--- src/rtl/demux_1to4_6bits_reg.sv ---
// -----------------------------------------------------------------------------
// demux_1to4_6bits_reg
//
// Registered 1-to-4 distributor for WIDTH-bit words. One input word is steered
// by in_sel into one of four holding registers. Each holding register has its
// own valid/ready handshake toward its consumer. A saturating counter per
// output counts the words that output has delivered.
//
// Ports
//   clk          in   1      rising-edge clock
//   reset_n      in   1      asynchronous reset, active-low
//   in_valid     in   1      in_sel / in_data are valid
//   in_ready     out  1      input word is accepted this cycle
//   in_sel       in   2      destination index 0..3
//   in_data      in   WIDTH  word to deliver
//   out_valid    out  4      bit i: holding register i has an undelivered word
//   out_ready    in   4      bit i: consumer i takes out_data<i> this cycle
//   out_data0..3 out  WIDTH  holding registers
//   out_cnt0..3  out  CNT_W  saturating per-output delivery counters
// -----------------------------------------------------------------------------
module demux_1to4_6bits_reg #(
  parameter int WIDTH = 6,
  parameter int CNT_W = 8
) (
  input  logic             clk,
  input  logic             reset_n,
  input  logic             in_valid,
  output logic             in_ready,
  input  logic [1:0]       in_sel,
  input  logic [WIDTH-1:0] in_data,
  output logic [3:0]       out_valid,
  input  logic [3:0]       out_ready,
  output logic [WIDTH-1:0] out_data0,
  output logic [WIDTH-1:0] out_data1,
  output logic [WIDTH-1:0] out_data2,
  output logic [WIDTH-1:0] out_data3,
  output logic [CNT_W-1:0] out_cnt0,
  output logic [CNT_W-1:0] out_cnt1,
  output logic [CNT_W-1:0] out_cnt2,
  output logic [CNT_W-1:0] out_cnt3
);

  localparam logic [CNT_W-1:0] CNT_MAX = {CNT_W{1'b1}};

  logic [3:0]       r_valid;
  logic [WIDTH-1:0] r_data [4];
  logic [CNT_W-1:0] r_cnt  [4];

  logic             w_in_ready;
  logic             w_accept;
  logic [3:0]       w_take;
  logic [3:0]       w_load;

  // Ready looks only at the selected register: it is free if empty, or if its
  // consumer drains it this same cycle (full throughput, no bubble).
  assign w_in_ready = ~r_valid[in_sel] | out_ready[in_sel];
  assign w_accept   = in_valid & w_in_ready;
  assign w_take     = r_valid & out_ready;

  // NOTE: every variable assigned in always_comb gets a default first, so no
  // path leaves it unassigned and no latch is inferred.
  always_comb begin
    w_load = 4'b0000;
    if (w_accept) begin
      w_load[in_sel] = 1'b1;
    end
  end

  // NOTE: sequential state uses non-blocking assignments only, so every
  // register samples pre-edge values regardless of statement order.
  always_ff @(posedge clk or negedge reset_n) begin
    if (!reset_n) begin
      r_valid <= 4'b0000;
      // NOTE: the holding registers are reset too because their outputs are
      // visible and must read zero during reset; a pure storage array would
      // normally be left unreset.
      for (int i = 0; i < 4; i++) begin
        r_data[i] <= '0;
        r_cnt[i]  <= '0;
      end
    end else begin
      for (int i = 0; i < 4; i++) begin
        // A load wins over a take: a simultaneous drain-and-refill keeps
        // the register valid with the new word.
        if (w_load[i]) begin
          r_data[i]  <= in_data;
          r_valid[i] <= 1'b1;
        end else if (w_take[i]) begin
          r_valid[i] <= 1'b0;
        end

        if (w_take[i] && (r_cnt[i] != CNT_MAX)) begin
          r_cnt[i] <= r_cnt[i] + CNT_W'(1);
        end
      end
    end
  end

  assign in_ready  = w_in_ready;
  assign out_valid = r_valid;
  assign out_data0 = r_data[0];
  assign out_data1 = r_data[1];
  assign out_data2 = r_data[2];
  assign out_data3 = r_data[3];
  assign out_cnt0  = r_cnt[0];
  assign out_cnt1  = r_cnt[1];
  assign out_cnt2  = r_cnt[2];
  assign out_cnt3  = r_cnt[3];

endmodule

--- config.mk ---
export PLATFORM = sky130hd
export DESIGN_NAME = demux_1to4_6bits_reg
export DESIGN_NICKNAME = d
export VERILOG_FILES = /design/src/rtl/demux_1to4_6bits_reg.sv
export SDC_FILE = /design/constraint.sdc
export NUM_CORES = 1
export LEC_CHECK = 0
export CORE_AREA = 2 2 105 107
export CTS_CLUSTER_DIAMETER = 100
export DETAILED_ROUTE_END_ITERATION = 10
export DIE_AREA = 0 0 107 109
export DONT_BUFFER_PORTS = 1
export PLACE_DENSITY_LB_ADDON = 0.2
export SKIP_LAST_GASP = 1
export SYNTH_ARGS = -nofsm -noshare
export SYNTH_HDL_FRONTEND = slang
export SYNTH_SLANG_ARGS = --single-unit
export TNS_END_PERCENT = 5
--- constraint.sdc ---
create_clock -name clk -period 1.64 [get_ports clk]
set_input_delay 0.328 -clock clk [delete_from_list [all_inputs] [get_ports clk]]
set_output_delay 0.328 -clock clk [all_outputs]
set_load 0.01 [all_outputs]
== Yosys cells after proc, flatten, opt, wreduce, memory -nomap -nowiden ==
Index checks and enable logic that the tools add are counted.

* Bitwise operators: 4
* $mul: 0
* Add/subtract/negate cells: 4
* Shifts and indexed selects: 0
* Magnitude comparators: 2
* Equal/unequal tests: 4
* Reduce and logical (&&, ||, !) cells: 9
* Multiplexer cells: 15
* Div/mod/pow operators: 0

{| class="wikitable"
|+ Operator list
! kind !! number
|-
| $add 8x1->8 const B || 4
|-
| $ne 8x8->1 const B || 4
|-
| $mux 1 || 11
|-
| $reduce_bool 2->1 || 4
|-
| $logic_and 1x1->1 || 5
|-
| $and 4x4->4 || 1
|-
| $bmux 1 s2 || 2
|-
| $mux 4 || 1
|-
| $lt 2x3->1 const B || 1
|-
| $demux 1 s2 || 1
|-
| $ge 2x1->1 const B || 1
|-
| $and 1x1->1 || 1
|-
| $not 1->1 || 1
|-
| $or 1x1->1 || 1
|}

* Memories kept: 0
* Bits in read-only memories: 0
* Input bits: 15
* Bits in registers: 60
* Output and inout port bits: 61
* Logic and storage cells: 50
* Bits in latches: 0
* Memory bits (writable): 0

== Longest topological paths before layout ==
Gate-level depths: netlist of run 1.

* Depth after elaboration: 7
* Mapped depth: 6
* Depth with buffers taken out: 5

== Least setup slack after synthesis of run 1 ==
Ideal clock, no wire load.

* Kind: register to register
* Start: reg r_cnt (netlist bit out_cnt2[0])
* End: reg r_cnt (netlist bit out_cnt2[1])
* Slack: -23 ps
* Setup time: 125 ps
* Cell stages (with the launch flop): 5
* Data arrival time: 1,538 ps
* Path buffers: 0
* Data required time: 1,515 ps
* Period minus slack after synthesis: 1,663 ps
* Path through: dfrtp_1 ha_1 and3_1 a31oi_2 mux2_2

* Word-level cells in the longest chain between the ends: 2
* Elaborated cells on any way between the ends: 3
* Classes of those cells: add/sub: 1; eq/ne: 1; reduce/logical: 1

{| class="wikitable"
|+ Ends and longest elaborated chain
! element !! line !! text
|-
| start: declaration || 47 || <nowiki>logic [CNT_W-1:0] r_cnt [4];</nowiki>
|-
| start signal: indexed assignment || 93 || <nowiki>r_cnt[i] <= r_cnt[i] + CNT_W'(1);</nowiki>
|-
| parallel branches: the longest is 2 deep, another holds $add 8x1->8 || - ||
|}

Parallel ways; which one is timed is not known.
A chain may end at the register's enable or synchronous reset.

== Worst setup path after layout of run 1 ==
* Start: reg r_valid[0] (netlist: out_valid[0])
* End: out in_ready

* Word-level cells in the longest chain between the ends: 4

{| class="wikitable"
|+ Ends and longest elaborated chain
! element !! line !! text
|-
| start: declaration || 45 || <nowiki>logic [3:0] r_valid;</nowiki>
|-
| start signal: assignment || 73 || <nowiki>r_valid <= 4'b0000;</nowiki>
|-
| start signal: indexed assignment || 87 || <nowiki>r_valid[i] <= 1'b1;</nowiki>
|-
| start signal: indexed assignment || 89 || <nowiki>r_valid[i] <= 1'b0;</nowiki>
|-
| $bmux 1 s2 || 56 || <nowiki>assign w_in_ready = ~r_valid[in_sel] | out_ready[in_sel];</nowiki>
|-
| $mux 1 (not written as such) || 56 ||
|-
| $not 1->1 || 56 ||
|-
| $or 1x1->1 || 56 ||
|-
| end: declaration || 28 || <nowiki>output logic in_ready,</nowiki>
|}

No other way between the ends. The select of a mux whose other input is x is not followed.

==> out/results.ini, run 1 <==
[global_route]
grt_pass1_wl_um = 9749
use_met1_pct = 13.88
grt-ovfl-total = 0
grt.busiest_layer = met2
grt_pass1_vias = 1821
met2_usage_pct = 16.70
antenna_found_initial = 0
use_met3_pct = 4.184
grt_max_degree = 61
grt_usage_pct = 11.26

[cts]
ctsRootBufferMaster = clkbuf_8
cts_tree = built
cts.sinks = 60
cts.htree.levels = 3
clkSlewWorstSetupHoldPaths_ps = 70
cts-buffers-inserted = 9
clock_latency_ps = 350
clock_path_buffers = 2

[logic_synthesis]
netlist_instances = 196
syn_avg_cell_area_um2 = 13.05
syn_nets = 215
yosysUniqueCellTypes = 25
synth_top_area_share_pct = 58.71
ys_ff_latch = 60
yosysTopAreaCell = dfrtp_1
syn-cell-area_um2 = 2557
synth-seq-area-share_pct = 58.71
synthTopCellsByArea = dfrtp_1, mux2_2, xor2_1, xnor2_1, nand2_1
yosysWarnings = 0

[run]
max_cap_viol_count = 0

[timing]
setup_ws_ps = -54.52
timing.hold.ws_ps = -331.2
finClkSkew_ps = 8.755
finalHoldViolations = 60
max_freq_mhz = 590.1
setup_viol = 1
fin_crit_sh_pct = 103.3
rsz0062_at_grt = true
fin_crit_ps = 1695
slew_viol_final = 0
tightestPinTransition_ps = 398.0
maxSlewHeadroom_pct = 73.47

[power]
p_leak_uw = 0.001504
powerDensity_nw_per_um2 = 1461
p_int_uw = 3200
power_frac_seq_pct = 44.6
ir_drop_uv = 413.6
clkPwrFrac_pct = 29.5
swShare_pct = 31.72
power_uw = 4687
p_comb_share_pct = 25.9
switchingPower_uw = 1486

[placed_design]
post-dp-hpwl_um = 4248
dp_cells = 367
gp_congestion = 0.7522
portBuffers = 0
dpl_cell_area_um2 = 2975

[cells_and_area]
antenna_cells = 0
drive_gt1_share_pct = 37.14
multi_input_area_um2 = 1046
nNetsFinal = 259
regArea_um2 = 1503
fin_area_um2 = 3207
final_common_cell = dfrtp_1
layout.cells.non_filler = 385
area_growth_pct = 25.39
layout_common_cells = dfrtp_1, buf_4, mux2_2
fill_cells = 1088

[outcome]
violations = hold timing, setup timing
outcome = complete, but fails checks

[worst_setup_path]
crit_arrival_ps = 1370
crit_family = multiplexers
endpoint_kind = output pin
critical-path-max-stage-delay_ps = 520
worstPathBufferInverterCount = 0
cp_cell_sequence = nand2b_4 -> mux4_2
cp.required_ps = 1310
worstPathMaxFanout = 3
critPathSlowestCell = mux4_2
worst-setup-path-type = reg2out
cp-start-kind = flip-flop

[floorplan]
die_w_um = 107
fp.dieH_um = 109
die_area_um2 = 11660
start_util_pct = 24.12
row_count = 38
core_um2 = 10600
ioPinCount = 76

[drt]
via_per_inst = 4.296
totalWireLength_um = 6060
firstDrtPassIters = 2
ant_nets = 0
vias = 1654
drt_iter0_markers = 66
drc = 0
wire_per_inst_um = 15.74

[min_path]
hold_path.class = in2async

flip-flops by register name, indices dropped and copies added (netlist names):
signal and flops:
out_data1 6, out_cnt0 8, out_cnt2 8, out_data2 6, out_cnt1 8, out_valid 4
out_cnt3 8, out_data0 6, out_data3 6
area by class of cell:
class                   count  share of cell area [%]
well taps                 140                   5.462
multi-input cells         130                   32.62
repair buffers             36                   8.428
clock inverters             5                   1.561
inverters                   3                  0.3512
flip-flops and latches     60                   46.86
clock buffers              11                   4.721
final timing paths:
kind,slack [ps],start,end,cells past startpoint
worst max-delay path,-50,out_valid[0]$_DFFE_PN0P_,in_ready,2
worst min-delay path,-330,reset_n,out_cnt1[0]$_DFFE_PN0P_,0
worst max register to register,30,out_cnt2[0]$_DFFE_PN0P_,out_cnt2[1]$_DFFE_PN0P_,4
worst min register to register,530,out_valid[3]$_DFFE_PN0P_,out_valid[3]$_DFFE_PN0P_,2
max in group asynchronous,1860,reset_n,out_data1[2]$_DFFE_PN0P_,0
min in group clk,80,in_sel[1],out_valid[1]$_DFFE_PN0P_,1
through the flow:
stage	TNS, ps	hold WS [ps]	util, %	worst slack (ps)
6_report	-54.52	-331.2	30.25	-54.52
5_1_grt	-264.8	-355.9	30.25	-99.20
4_1_cts	-180.7	-355.8	30.03	-137.3
3_5_place_dp	-2.703	34.90	28.06	-2.703
3_3_place_gp	0	34.07	28.06	42.73
2_1_floorplan	-5.115	32.41	-	-5.115
cells in the mapped netlist, drive strengths merged:
cell type / number
nand2: 17
xor2: 19
dfrtp: 60
o21ai: 1
ha: 4
nand4: 5
and3: 4
a31oi: 1
and4: 1
nor2b: 2
nor3b: 1
mux2: 28
nor4: 1
nand2b: 4
buf: 3
nand3b: 1
mux4: 1
nor2: 10
xnor2: 9
inv: 3
nor3: 7
o211ai: 2
nand3: 11
a41o: 1
timing repair:
item	CTS	global route
gates resized for setup	0	4
pin swaps	0	0
hold endpoints to repair	60	60
buffers inserted	1	1
setup endpoints to repair	4	9
kinds of logic after synthesis:
logic type / share of synthesized area (%)
adders and majority gates: 1.957
and+or+nand+nor: 13.21
AOI/OAI and AO/OA: 2.054
buffers and inverters: 1.272
muxes: 13.21
xor gates and xnor gates: 9.589
DFF: 58.71
routing by layer:
metal | wire length, µm | vias to the layer above
met5 | 0 | -
met4 | 139 | 0
met3 | 529 | 10
met2 | 2746 | 52
met1 | 2645 | 827
li1 | - | 765
power by group through the flow:
stage	clock (µW)	sequential (µW)	combinational, µW
after CTS	1450	2090	1230
after global placement	0	2120	1200
after global routing	1500	2140	1360
final	1380	2090	1210
after detailed placement	0	2120	1230
after floorplan	0	2310	471
No activity file was read; power rests on OpenSTA's default activity.
==> inputs of run 2 (changes only) <==
--- a/config.mk
+++ b/config.mk
@@ -10,7 +10,7 @@
 export DETAILED_ROUTE_END_ITERATION = 10
 export DIE_AREA = 0 0 107 109
 export DONT_BUFFER_PORTS = 1
-export PLACE_DENSITY_LB_ADDON = 0.2
+export PLACE_DENSITY = 0.36
 export SKIP_LAST_GASP = 1
 export SYNTH_ARGS = -nofsm -noshare
 export SYNTH_HDL_FRONTEND = slang
==> run 2 against run 1 <==
  * The flow still finishes with violations (hold timing, setup timing)
  * Final area down 0.78%
  * Sequential power about the same
  * Critical path type unchanged
  * Largest power group unchanged
  * Clock power shrank 14%
==> out/results.ini, run 2 (synthesized netlist as in run 1, its figures left out) <==
[timing]
finClkSkew_ps = 6.619  ; -2.135 ps
rsz0062_at_grt = true
setup_viol = 1  ; unchanged
timing.hold.ws_ps = -307.9  ; +23.31 ps
max_freq_mhz = 595.9  ; +0.98%
tightestPinTransition_ps = 350.8  ; -47.10 ps
setup_ws_ps = -38.12  ; +16.40 ps
slew_viol_final = 0  ; unchanged
fin_crit_ps = 1678  ; -16.40 ps
maxSlewHeadroom_pct = 76.61  ; +3.1 points
fin_crit_sh_pct = 102.3  ; -1.0 points
finalHoldViolations = 60  ; unchanged
fin_setup_tns_ps = -38.12  ; +16.40 ps

[power]
powerDensity_nw_per_um2 = 1412  ; -3.4%
p_leak_uw = 0.001492  ; -0.81%
power_uw = 4492  ; -4.2%
ir_drop_uv = 433.8  ; +4.9%

[cts]
cts.htree.levels = 3  ; unchanged
clock_latency_ps = 330  ; -20 ps
clkSlewWorstSetupHoldPaths_ps = 70  ; about the same
cts-buffers-inserted = 9  ; unchanged
cts_tree = built
cts.sinks = 60  ; unchanged
clock_path_buffers = 2  ; unchanged
ctsRootBufferMaster = clkbuf_8

[global_route]
grt-ovfl-total = 0  ; unchanged
antenna_found_initial = 0  ; unchanged
grt_pass1_vias = 1790  ; -1.7%
grt_pass1_wl_um = 9818  ; +0.71%
grt_usage_pct = 11.37  ; +0.12 points
grt_max_degree = 61  ; unchanged

[drt]
vias = 1625  ; -1.8%
via_per_inst = 4.221  ; -1.8%
drt_iter0_markers = 45  ; -32%
wire_per_inst_um = 15.93  ; +1.2%
ant_nets = 0  ; unchanged
firstDrtPassIters = 4  ; +2
totalWireLength_um = 6132  ; +1.2%
drc = 0  ; unchanged

[placed_design]
portBuffers = 0  ; unchanged
dpl_cell_area_um2 = 2990  ; +0.50%
post-dp-hpwl_um = 4200  ; -1.1%
dp_cells = 369  ; +0.54%
gp_congestion = 0.7086  ; -5.8%

[worst_setup_path]
endpoint_kind = output pin
r2r_start = out_cnt0[0]$_DFFE_PN0P_
crit_end = in_ready
worstPathMaxFanout = 3  ; unchanged
reg2reg_to = out_cnt0[7]$_DFFE_PN0P_
cp.required_ps = 1310  ; about the same
reg2reg_slack_ps = 50  ; +20 ps
rr_worst_depth = 5  ; +1
crit_path_start = out_valid[0]$_DFFE_PN0P_
crit_arrival_ps = 1350  ; -20 ps
cp-start-kind = flip-flop
worst-setup-path-type = reg2out

[cells_and_area]
area_growth_pct = 24.41
final_common_cell = dfrtp_1
drive_gt1_share_pct = 36.33  ; -0.82 points
fin_area_um2 = 3182  ; -0.78%
antenna_cells = 0  ; unchanged
layout.cells.non_filler = 385  ; unchanged
layout_common_cells = dfrtp_1, buf_4, mux2_2
nNetsFinal = 260  ; +0.39%
fill_cells = 1094  ; +0.55%

[floorplan]
core_um2 = 10600  ; unchanged
fp.dieH_um = 109  ; unchanged
die_w_um = 107  ; unchanged
die_area_um2 = 11660  ; unchanged
ioPinCount = 76  ; unchanged
start_util_pct = 24.12  ; unchanged
row_count = 38  ; unchanged

[run]
max_cap_viol_count = 0  ; unchanged

[outcome]
outcome = complete, but fails checks
violations = hold timing, setup timing

[min_path]
hold_path.class = in2async

==> run 2: cell count changes in the layout (fill, tap and decap cells not counted), sizes merged <==
cell    change
buf         +1
clkbuf      +2
clkinv      -2
bufinv      -1
==> run 2: where the power goes <==
| group | leakage (µW) | internal [µW] | switching [µW] | total, µW |
|---|---|---|---|---|
| combinational | 0.000649 | 601 | 603 | 1200 |
| sequential | 0.000754 | 1820 | 270 | 2090 |
| clock | 0.0000893 | 620 | 574 | 1190 |
==> run 2: through the flow <==
stage | setup WS (ps) | utilization (%)
floorplan | -5.115 | -
global placement | 40.19 | 28.20
detailed placement | 18.03 | 28.20
CTS | -139.4 | 29.87
global route | -101.1 | 30.01
finish | -38.12 | 30.01
==> run 2: how the worst min path moves through the flow <==
stage                                    endpoint  startpoint  cells past startpoint
after floorplan           out_cnt0[0]$_DFFE_PN0P_     reset_n                      0
after global placement    out_cnt1[0]$_DFFE_PN0P_     reset_n                      0
after detailed placement  out_cnt1[0]$_DFFE_PN0P_     reset_n                      0
after CTS                 out_cnt3[1]$_DFFE_PN0P_     reset_n                      0
after global routing      out_cnt3[1]$_DFFE_PN0P_     reset_n                      0
final                     out_cnt1[0]$_DFFE_PN0P_     reset_n                      0
==> run 2: cell type report <==
type                    count  area (µm²)  area share [%]
multi-input cells         130        1046           32.87
repair buffers             37       277.8           8.730
well taps                 140       175.2           5.505
clock inverters             2       10.01          0.3146
inverters                   3       11.26          0.3539
clock buffers              13       158.9           4.994
flip-flops and latches     60        1503           47.23
==> run 2: what timing repair did <==
item,4_1_cts,5_1_grt
pin swaps,0,0
endpoints found under the hold margin,60,60
gates resized for setup,0,4
setup buffers,1,0
setup endpoints to repair,1,8
cloned,0,0
==> run 2: worst max-delay path, cell delays in order (launching register included) <==
cell and delay, ps:
dfrtp_2 430, nand2b_4 70, mux4_2 520
==> run 2: layer usage <==
| metal | vias to the layer above | routed length (µm) | global-route usage (%) |
|---|---|---|---|
| met2 | 53 | 2861 | 17.38 |
| li1 | 770 | - | - |
| met3 | 7 | 506 | 5.081 |
| met5 | - | 0 | 0 |
| met1 | 795 | 2672 | 13.66 |
| met4 | 0 | 92 | 5.566 |
